$ cat src/rtl/dec_16_1.sv
// 4-to-16 one-hot decoder: sixteen combinational strobes gated by reset,
// plus a clock-aligned registered copy for synchronous consumers.
module dec_16_1 (
  input  logic        clk,
  input  logic        rst_n,
  input  logic [3:0]  s,
  output logic        S0,
  output logic        S1,
  output logic        S2,
  output logic        S3,
  output logic        S4,
  output logic        S5,
  output logic        S6,
  output logic        S7,
  output logic        S8,
  output logic        S9,
  output logic        S10,
  output logic        S11,
  output logic        S12,
  output logic        S13,
  output logic        S14,
  output logic        S15,
  output logic [15:0] S_q
);

  logic [15:0] strobe_d;

  // Reset gates the combinational strobes too, so nothing downstream fires
  // while the control path is held in reset.
  genvar gi;
  generate
    for (gi = 0; gi < 16; gi++) begin : g_dec
      assign strobe_d[gi] = rst_n & (s == 4'(gi));
    end
  endgenerate

  assign {S15, S14, S13, S12, S11, S10, S9, S8,
          S7,  S6,  S5,  S4,  S3,  S2,  S1, S0} = strobe_d;

  always_ff @(posedge clk or negedge rst_n) begin
    if (!rst_n) begin
      S_q <= 16'h0000;
    end else begin
      S_q <= strobe_d;
    end
  end

endmodule

$ cat config.mk
export PLATFORM = sky130hd
export DESIGN_NAME = dec_16_1
export DESIGN_NICKNAME = d
export VERILOG_FILES = /design/src/rtl/dec_16_1.sv
export SDC_FILE = /design/constraint.sdc
export NUM_CORES = 1
export LEC_CHECK = 0
export CAP_MARGIN = 10
export CORE_MARGIN = 10
export CORE_UTILIZATION = 35
export DETAILED_ROUTE_END_ITERATION = 8
export GPL_TIMING_DRIVEN = 0
export PLACE_DENSITY = 0.84
export SLEW_MARGIN = 40
export SYNTH_ARGS = -nofsm -noshare
export SYNTH_HDL_FRONTEND = slang
export SYNTH_SLANG_ARGS = --single-unit
export TNS_END_PERCENT = 5
$ cat constraint.sdc
create_clock -name clk -period 1.2 [get_ports clk]
set_input_delay 0.24 -clock clk [delete_from_list [all_inputs] [get_ports clk]]
set_output_delay 0.24 -clock clk [all_outputs]
set_load 0.02 [all_outputs]
==> run_results.csv, run 1 <==
group,metric,value,unit
status,outcome,"finished with violations",
status,violations,"negative setup slack",
critical_path,crit_type,"in2out",
placement,gp_congestion,0.698,
yosys,ys.warnings.count,0,
final_layout,top_register,"S_q",
critical_path,cp_max_fo,5,
critical_path,crit_arrival,0.96,ns
clock_tree,htree_num_levels,1,
die,die-area,0.00359,mm²
yosys,synth_top_area_cell,"dfrtp_1",
yosys,synth_top_cell_area_share,71.7,%
final_layout,insertedDiodeCount,0,
pwr,swShare,24.9,%
pwr,intPower,0.000799,W
yosys,synth-edff-count,0,
route,postRouteAntennaNets,0,
worst_hold_path,hold_path.class,"in2reg",
route,dr.pass1.iters,4,
timing,worst_pin_slew,0.352,ns
yosys,synth_flop_cell,"dfrtp_1",
timing,finalHoldViolCount,0,
placement,io_buffers,36,
final_layout,final_util,66.3,%
route,routed_wl,1890,µm
route,met3WireLength,107,µm
route,wl_per_cell,18.2,µm
yosys,synth_area,558,µm²
route,wl_met1,702,µm
final_layout,num-nets-final,95,
die,die_y,59.9,µm
route,first_iter_violations,8,
final_layout,top_regs,"S_q: 16 flops",
critical_path,cp-end-kind,"output port",
critical_path,cp-start-kind,"input pin",
yosys,async_flop_share,100,%
final_layout,design_area,998,µm²
yosys,seq_area_frac_synth,71.7,%
yosys,syn_area_per_cell,13.0,µm²
pwr,combPwrFrac,15.6,%
clock_tree,cts.path.max_buffers,2,
pwr,power,0.00106,W
grt,antenna_found_initial,0,
die,core_area,0.00151,mm²
placement,hpwl,1320,µm
critical_path,crit_required,0.96,ns
yosys,ys_ff_latch,16,
route,drt-vias-per-instance,4.96,
grt,grtUsageTotal,10.8,%
clock_tree,cts_buffers,3,
flow_run,maxCapViolations,0,
route,drcViolationCount,0,
route,vias,516,
pwr,p_leak,0.529,nW
pwr,vdd_drop_max,0.000634,V
pwr,p_sw,0.000264,W
clock_tree,cts_tree,"built",
clock_tree,clk_pin_slew_worst_paths,0.09,ns
grt,grt_pass1_wl,2900,µm
route,dr_wl_met2,1040,µm
final_layout,syn2layout_area_growth,78.9,%
timing,rsz0062_at_grt,"yes",
pwr,powerDensity,1070,mW/mm²
timing,finalSetupViolCount,1,
grt,grt_pass1_vias,557,
die,die_w,59.9,µm
grt,grt-ovfl-total,0,
placement,dpl_cell_area,945,µm²
final_layout,fin_cells,104,
timing,fmax,831,MHz
placement,placed_cells,95,
final_layout,largest_reg_flops,16,
yosys,synth_common_cells,"dfrtp_1 (16), nor2_1 (6), nor3_1 (5), nand2b_1 (3), nor3_2 (3)",
timing,fin_hold_ws,0.211,ns
grt,grt_max_degree,17,
timing,timing.final.crit_share,100,%
yosys,synthDistinctLibCells,11,
pwr,clkPwrFrac,32.8,%
clock_tree,cts.sinks,16,
timing,period_needed,1.20,ns
final_layout,layout-drive-gt1-share,70.5,%
route,highest_layer,"met4",
die,start_util,37.0,%
timing,final_max_slew_viol_count,0,
die,num_io_pins,38,
die,rows,14,
clock_tree,root_buffer,"clkbuf_4",
yosys,synthTopCellsByArea,"dfrtp_1 (72%), nor3_2 (5.4%), nor3_1 (4.5%), nor2_1 (4.0%), nand2b_1 (3.4%)",
yosys,yosysMostFrequentCell,"dfrtp_1",
yosys,postSynthCellCount,43,
pwr,power_frac_seq,51.7,%
timing,maxSlewHeadroom,76.5,%
yosys,synth_fp_nets,49,
timing,worst_slack,-0.00343,ns
## per-layer routing
layer / GRT usage [%] / up-vias
met3: 1.91 / 5
met1: 11.7 / 251
met5: 0 / -
li1: - / 236
met4: 7.69 / 0
met2: 18.2 / 24
## power groups by stage
stage	registers [W]	logic [W]	clock network (W)
3_3_place_gp	0.000560	0.000128	0
3_5_place_dp	0.000560	0.000131	0
2_1_floorplan	0.000572	0.0000465	0
6_report	0.000549	0.000166	0.000348
4_1_cts	0.000549	0.000165	0.000365
5_1_grt	0.000550	0.000178	0.000390
## final cells by class
class / instances / area (µm²)
fillers: 131 / 508
clock buffers: 4 / 36.3
flip-flops and latches: 16 / 400
repair buffers: 41 / 294
multi-input cells: 25 / 229
plain buffers: 2 / 18.8
well taps: 16 / 20.0
## layout by cell type, fill, tap and decap left out
cell type,n
nand2b_4,3
clkbuf_2,12
buf_4,12
nor2_1,4
nand3_1,2
clkbuf_8,1
nand2_2,1
buf_2,10
nor2_2,2
buf_8,1
nand3b_1,2
nor3_1,1
buf_6,4
clkbuf_4,3
buf_12,1
dfrtp_1,16
nor4_4,2
clkdlybuf4s15_2,2
nand2_4,1
dlygate4sd3_1,1
nor3_2,7
## cell families after synthesis
group | count (synthesis) | share of synthesized area, %
buf+inv | 2 | 1.79
simple gates | 25 | 26.5
flops | 16 | 71.7
## stage by stage
stage          TNS (ns)  setup WS, ns
6_report       -0.00343      -0.00343
5_1_grt          -0.109       -0.0363
4_1_cts         -0.0352       -0.0352
3_5_place_dp     -36.50         -1.66
3_3_place_gp     -34.60         -1.59
2_1_floorplan    -0.161       -0.0588
## critical path, cell delays in order
cell and delay [ns]:
buf_6 0.11, buf_4 0.16, nor4_4 0.27, buf_4 0.19
## final timing paths
kind | slack, ns | endpoint | depth (start not counted) | start
setup / recovery | -0.003 | S0 | 4 | s[3]
hold / removal | 0.21 | S_q[2] | 2 | s[2]
max in group asynchronous | 0.43 | S_q[6] | 3 | rst_n
min in group asynchronous | 0.51 | S_q[5] | 3 | rst_n
## timing repair
| action | in CTS | in global routing |
|---|---|---|
| hold buffers | 1 | 1 |
| buffers inserted | 2 | 0 |
| gates resized for setup | 160 | 19 |
| hold endpoints to repair | 16 | 16 |
| endpoints found under the setup margin | 48 | 22 |
| pin swaps | 2 | 1 |
| cloned | 1 | 0 |
Note: power is estimated with default switching activity, not from simulation.
==> inputs of run 2 (changes only) <==
--- a/config.mk
+++ b/config.mk
@@ -12,3 +12,4 @@
 export GPL_TIMING_DRIVEN = 0
-export PLACE_DENSITY = 0.84
+export PLACE_DENSITY_LB_ADDON = 0.05
+export REMOVE_ABC_BUFFERS = 1
 export SLEW_MARGIN = 40
--- a/constraint.sdc
+++ b/constraint.sdc
@@ -3,2 +3,2 @@
 set_output_delay 0.24 -clock clk [all_outputs]
-set_load 0.02 [all_outputs]
+set_load 0.1 [all_outputs]
==> run_results.csv, run 2 (synthesis gave the netlist of run 1 again) <==
group,metric,value,unit
timing,worst_slack,-0.0549,ns
pwr,p_leak,0.597,nW
critical_path,crit_arrival,1.01,ns
route,wl_per_cell,18.1,µm
route,routed_wl,1810,µm
flow_run,maxCapViolations,0,
clock_tree,cts.path.max_buffers,2,
route,dr.pass1.iters,4,
critical_path,worst_path_largest_cell_delay,0.26,ns
worst_hold_path,min-delay-start,"s[0]",
route,dr_wl_met2,905,µm
placement,gp_congestion,0.652,
die,die_w,59.9,µm
route,postRouteAntennaNets,0,
pwr,combPwrFrac,28.1,%
clock_tree,cts_tree,"built",
critical_path,crit_chain,"buf_8, nand3b_1, nor3_2, buf_6",
critical_path,cpMaxStageDelayCell,"buf_6",
final_layout,syn2layout_area_growth,125,%
pwr,p_sw,0.000381,W
pwr,clkPwrFrac,23.9,%
timing,timing.final.crit_share,105,%
critical_path,crit_required,0.96,ns
pwr,power_frac_seq,48.1,%
final_layout,n_fill_cell,90,
worst_hold_path,whs_endpoint,"S_q[2]",
final_layout,layout-drive-gt1-share,75.0,%
timing,rsz0062_at_grt,"yes",
route,drcViolationCount,0,
critical_path,cp-end-kind,"output port",
final_layout,mostFrequentLayoutCells,"buf_4 (17), dfrtp_1 (16), buf_12 (16)",
placement,hpwl,1190,µm
die,core_area,0.00151,mm²
route,highest_layer,"met4",
pwr,intPower,0.000762,W
pwr,power,0.00114,W
final_layout,insertedDiodeCount,0,
timing,period_needed,1.25,ns
route,met3WireLength,227,µm
die,num_io_pins,38,
final_layout,final_util,83.2,%
clock_tree,cts.sinks,16,
pwr,swShare,33.3,%
route,drt-vias-per-instance,5.02,
clock_tree,clk_pin_slew_worst_paths,0.08,ns
timing,finalSetupViolCount,9,
die,die-area,0.00359,mm²
route,vias,502,
critical_path,cp_max_fo,4,
placement,io_buffers,37,
status,outcome,"finished with violations",
timing,maxSlewHeadroom,52.1,%
final_layout,design_area,0.00125,mm²
grt,grtUsageTotal,10.7,%
clock_tree,root_buffer,"clkbuf_4",
critical_path,crit_buf_inv,2,
clock_tree,htree_num_levels,1,
placement,dpl_cell_area,778,µm²
timing,fin_hold_ws,0.151,ns
clock_tree,cts_buffers,3,
timing,final_max_slew_viol_count,0,
status,violations,"negative setup slack",
final_layout,top_register,"S_q",
grt,grt_max_degree,17,
die,start_util,37.0,%
route,first_iter_violations,3,
worst_hold_path,hold_path_depth,2,
critical_path,cp-start-kind,"input pin",
route,wl_met1,638,µm
die,rows,14,
pwr,vdd_drop_max,0.000906,V
timing,fmax,797,MHz
timing,finalHoldViolCount,0,
final_layout,largest_reg_flops,16,
die,die_y,59.9,µm
timing,worst_pin_slew,0.717,ns
final_layout,layout_commonest_cell,"buf_4",
final_layout,top_regs,"S_q: 16 flops",
grt,antenna_found_initial,0,
critical_path,crit_type,"in2out",
grt,grt_pass1_wl,2830,µm
grt,grt_pass1_vias,546,
critical_path,cp_top_family,"simple AND/OR/NAND/NOR gates",
final_layout,num-nets-final,92,
pwr,powerDensity,911,mW/mm²
worst_hold_path,hold_path.class,"in2reg",
grt,grt-ovfl-total,0,
run 2: changes by cell type in the layout (fill, tap and decap cells not counted):
cell             previous run  this run
nor2_1                      4         0
clkdlybuf4s15_2             2         0
nor2_2                      2         6
nor3_1                      1         0
nor3_4                      0         6
nor3_2                      7         2
buf_12                      1        16
buf_2                      10         0
clkbuf_8                    1         0
buf_4                      12        17
buf_6                       4         5
clkbuf_2                   12         0
run 2: worst max-delay path by stage:
stage / startpoint / end / cells after the start
floorplan: s[1] / S_q[0] / 2
global placement: rst_n / S0 / 4
detailed placement: rst_n / S10 / 4
CTS: s[1] / S0 / 4
global route: s[1] / S4 / 4
finish: s[1] / S4 / 4
run 2: routing by layer:
layer	GRT usage [%]	up-vias
met1	11.4	239
li1	-	229
met4	5.77	0
met3	6.14	5
met5	0	-
met2	16.3	29
run 2: power by group through the flow:
stage               Clock (W)  Combinational (W)  Sequential, W
finish               0.000273           0.000321       0.000549
global route         0.000309           0.000334       0.000550
CTS                  0.000284           0.000318       0.000549
detailed placement          0           0.000220       0.000559
global placement            0           0.000235       0.000560
floorplan                   0          0.0000897       0.000625
run 2: area by class of cell:
| type | instances | area [µm²] | area share [%] |
|---|---|---|---|
| Multi-Input combinational cell | 25 | 282 | 22.5 |
| Timing Repair Buffer | 40 | 529 | 42.2 |
| Sequential cell | 16 | 400 | 31.9 |
| Tap cell | 16 | 20.0 | 1.60 |
| Clock buffer | 3 | 22.5 | 1.80 |
run 2: what timing repair did:
action                                  CTS  global route
gates resized for setup                 138             4
buffers inserted                          2             0
pin swaps                                 6             3
hold buffers                              1             0
endpoints found under the hold margin    16             0
endpoints found under the setup margin   48            16
run 2: stage by stage:
stage	TNS (ns)	setup slack, ns	std cells
after global placement	-51.57	-2.14	94
after global routing	-0.755	-0.101	100
after detailed placement	-34.64	-1.47	94
after floorplan	-35.89	-2.54	41
after CTS	-0.210	-0.0995	100
final	-0.258	-0.0549	100
==> inputs of run 3 (changes only) <==
Settings changed: PLACE_DENSITY from default to 0.8, PLACE_DENSITY_LB_ADDON 0.05 to default, SKIP_LAST_GASP from default to 1.
==> run_results.csv, run 3 (synthesis gave the netlist of run 1 again) <==
group,metric,value,unit
die,num_io_pins,38,
final_layout,num-nets-final,101,
placement,gp_congestion,0.699,
worst_hold_path,hold_path.class,"in2reg",
critical_path,crit_type,"in2out",
flow_run,maxCapViolations,0,
status,violations,"negative setup slack",
grt,grt-ovfl-total,0,
final_layout,insertedDiodeCount,0,
critical_path,crit_required,0.96,ns
clock_tree,cts_buffers,3,
route,wl_per_cell,22.8,µm
final_layout,mostFrequentLayoutCells,"dfrtp_1 (16), buf_6 (11), clkbuf_4 (10), buf_2 (10), buf_4 (10)",
critical_path,cp_max_fo,7,
timing,rsz0062_at_grt,"yes",
die,die_y,59.9,µm
placement,io_buffers,37,
placement,hpwl,1250,µm
critical_path,worst_path_largest_cell_delay,0.36,ns
clock_tree,htree_num_levels,1,
final_layout,n_fill_cell,65,
clock_tree,cts.sinks,16,
final_layout,syn2layout_area_growth,119,%
timing,worst_slack,-0.161,ns
timing,finalHoldViolCount,0,
critical_path,crit_buf_inv,3,
route,dr.pass1.iters,4,
route,postRouteAntennaNets,0,
clock_tree,clk_pin_slew_worst_paths,0.10,ns
timing,timing.final.crit_share,113,%
grt,grt_pass1_wl,3220,µm
final_layout,layout-drive-gt1-share,74.5,%
grt,antenna_found_initial,0,
timing,period_needed,1.36,ns
critical_path,cpMaxStageDelayCell,"nor4_4",
grt,grt_max_degree,17,
timing,finalSetupTns,-2.13,ns
critical_path,crit_arrival,1.12,ns
die,die-area,0.00359,mm²
grt,grtUsageTotal,12.4,%
die,die_w,59.9,µm
die,start_util,37.0,%
final_layout,top_regs,"S_q: 16 flops",
die,core_area,0.00151,mm²
timing,maxSlewHeadroom,66.6,%
grt,grt_pass1_vias,576,
route,routed_wl,2510,µm
final_layout,layout_commonest_cell,"dfrtp_1",
final_layout,largest_reg_flops,16,
timing,fmax,735,MHz
route,drt-vias-per-instance,5.17,
clock_tree,cts_tree,"built",
route,first_iter_violations,9,
pwr,vdd_drop_max,0.000621,V
clock_tree,root_buffer,"clkbuf_4",
critical_path,cp-start-kind,"input pin",
timing,worst_pin_slew,0.504,ns
timing,finalSetupViolCount,29,
pwr,p_leak,0.622,nW
clock_tree,cts.path.max_buffers,2,
timing,final_max_slew_viol_count,0,
route,drcViolationCount,0,
pwr,powerDensity,1010,mW/mm²
critical_path,crit_chain,"buf_12, buf_6, nor4_4, buf_6",
placement,preCtsSetupSlack,-1.51,ns
critical_path,cp_top_family,"buffers and inverters",
die,rows,14,
critical_path,cp-end-kind,"output port",
status,outcome,"finished with violations",
final_layout,top_register,"S_q",
critical_path,crit_top_cell,"buf_6",
route,vias,569,
## run 3: cell count changes in the layout (fill, tap and decap cells not counted), sizes merged
cell    previous run  this run
buf               39        41
clkbuf             3        11
## run 3: layer usage
metal,global-route usage (%),vias to the layer above,part of all wire [%]
met2,20.6,38,55
li1,-,248,-
met4,8.97,0,0.96
met3,4.03,2,11
met5,0,-,0
met1,12.6,281,34
## run 3: per-stage QoR
stage                     utilization, %  hold slack (ns)  area (µm²)  std cells  power [W]
after floorplan                        -          -0.0556         548         41   0.000714
after global placement              62.3            0.752         938         94   0.000795
after detailed placement            51.7            0.769         778         94   0.000780
after CTS                           74.5            0.133        1120        105    0.00120
after global routing                81.1            0.118        1220        110    0.00128
final                               81.1            0.138        1220        110    0.00124
## run 3: what timing repair did
item / 4_1_cts / 5_1_grt
setup buffers: 6 / 4
resized for setup: 97 / 18
hold endpoints to repair: 16 / 16
pin swaps: 3 / 3
hold buffers: 1 / 1
endpoints found under the setup margin: 48 / 32
## run 3: final timing paths
kind	startpoint	end	depth (start not counted)	slack, ns
min in group asynchronous	rst_n	S_q[2]	3	0.51
setup / recovery	s[0]	S0	4	-0.16
hold / removal	s[0]	S_q[2]	2	0.14
max in group asynchronous	rst_n	S_q[9]	3	0.43
## run 3: power by group
part / internal [W] / leakage (nW) / switching, W
registers: 0.000547 / 0.222 / 0.00000309
logic: 0.0000945 / 0.380 / 0.000230
clock network: 0.000185 / 0.0210 / 0.000175
total: 0.000826 / 0.622 / 0.000409
## run 3: cell type report
type / instances / area (µm²) / share of cell area [%]
flip-flops and latches: 16 / 400 / 32.8
multi-input cells: 25 / 274 / 22.4
repair buffers: 49 / 492 / 40.2
well taps: 16 / 20.0 / 1.64
clock buffers: 4 / 36.3 / 2.97
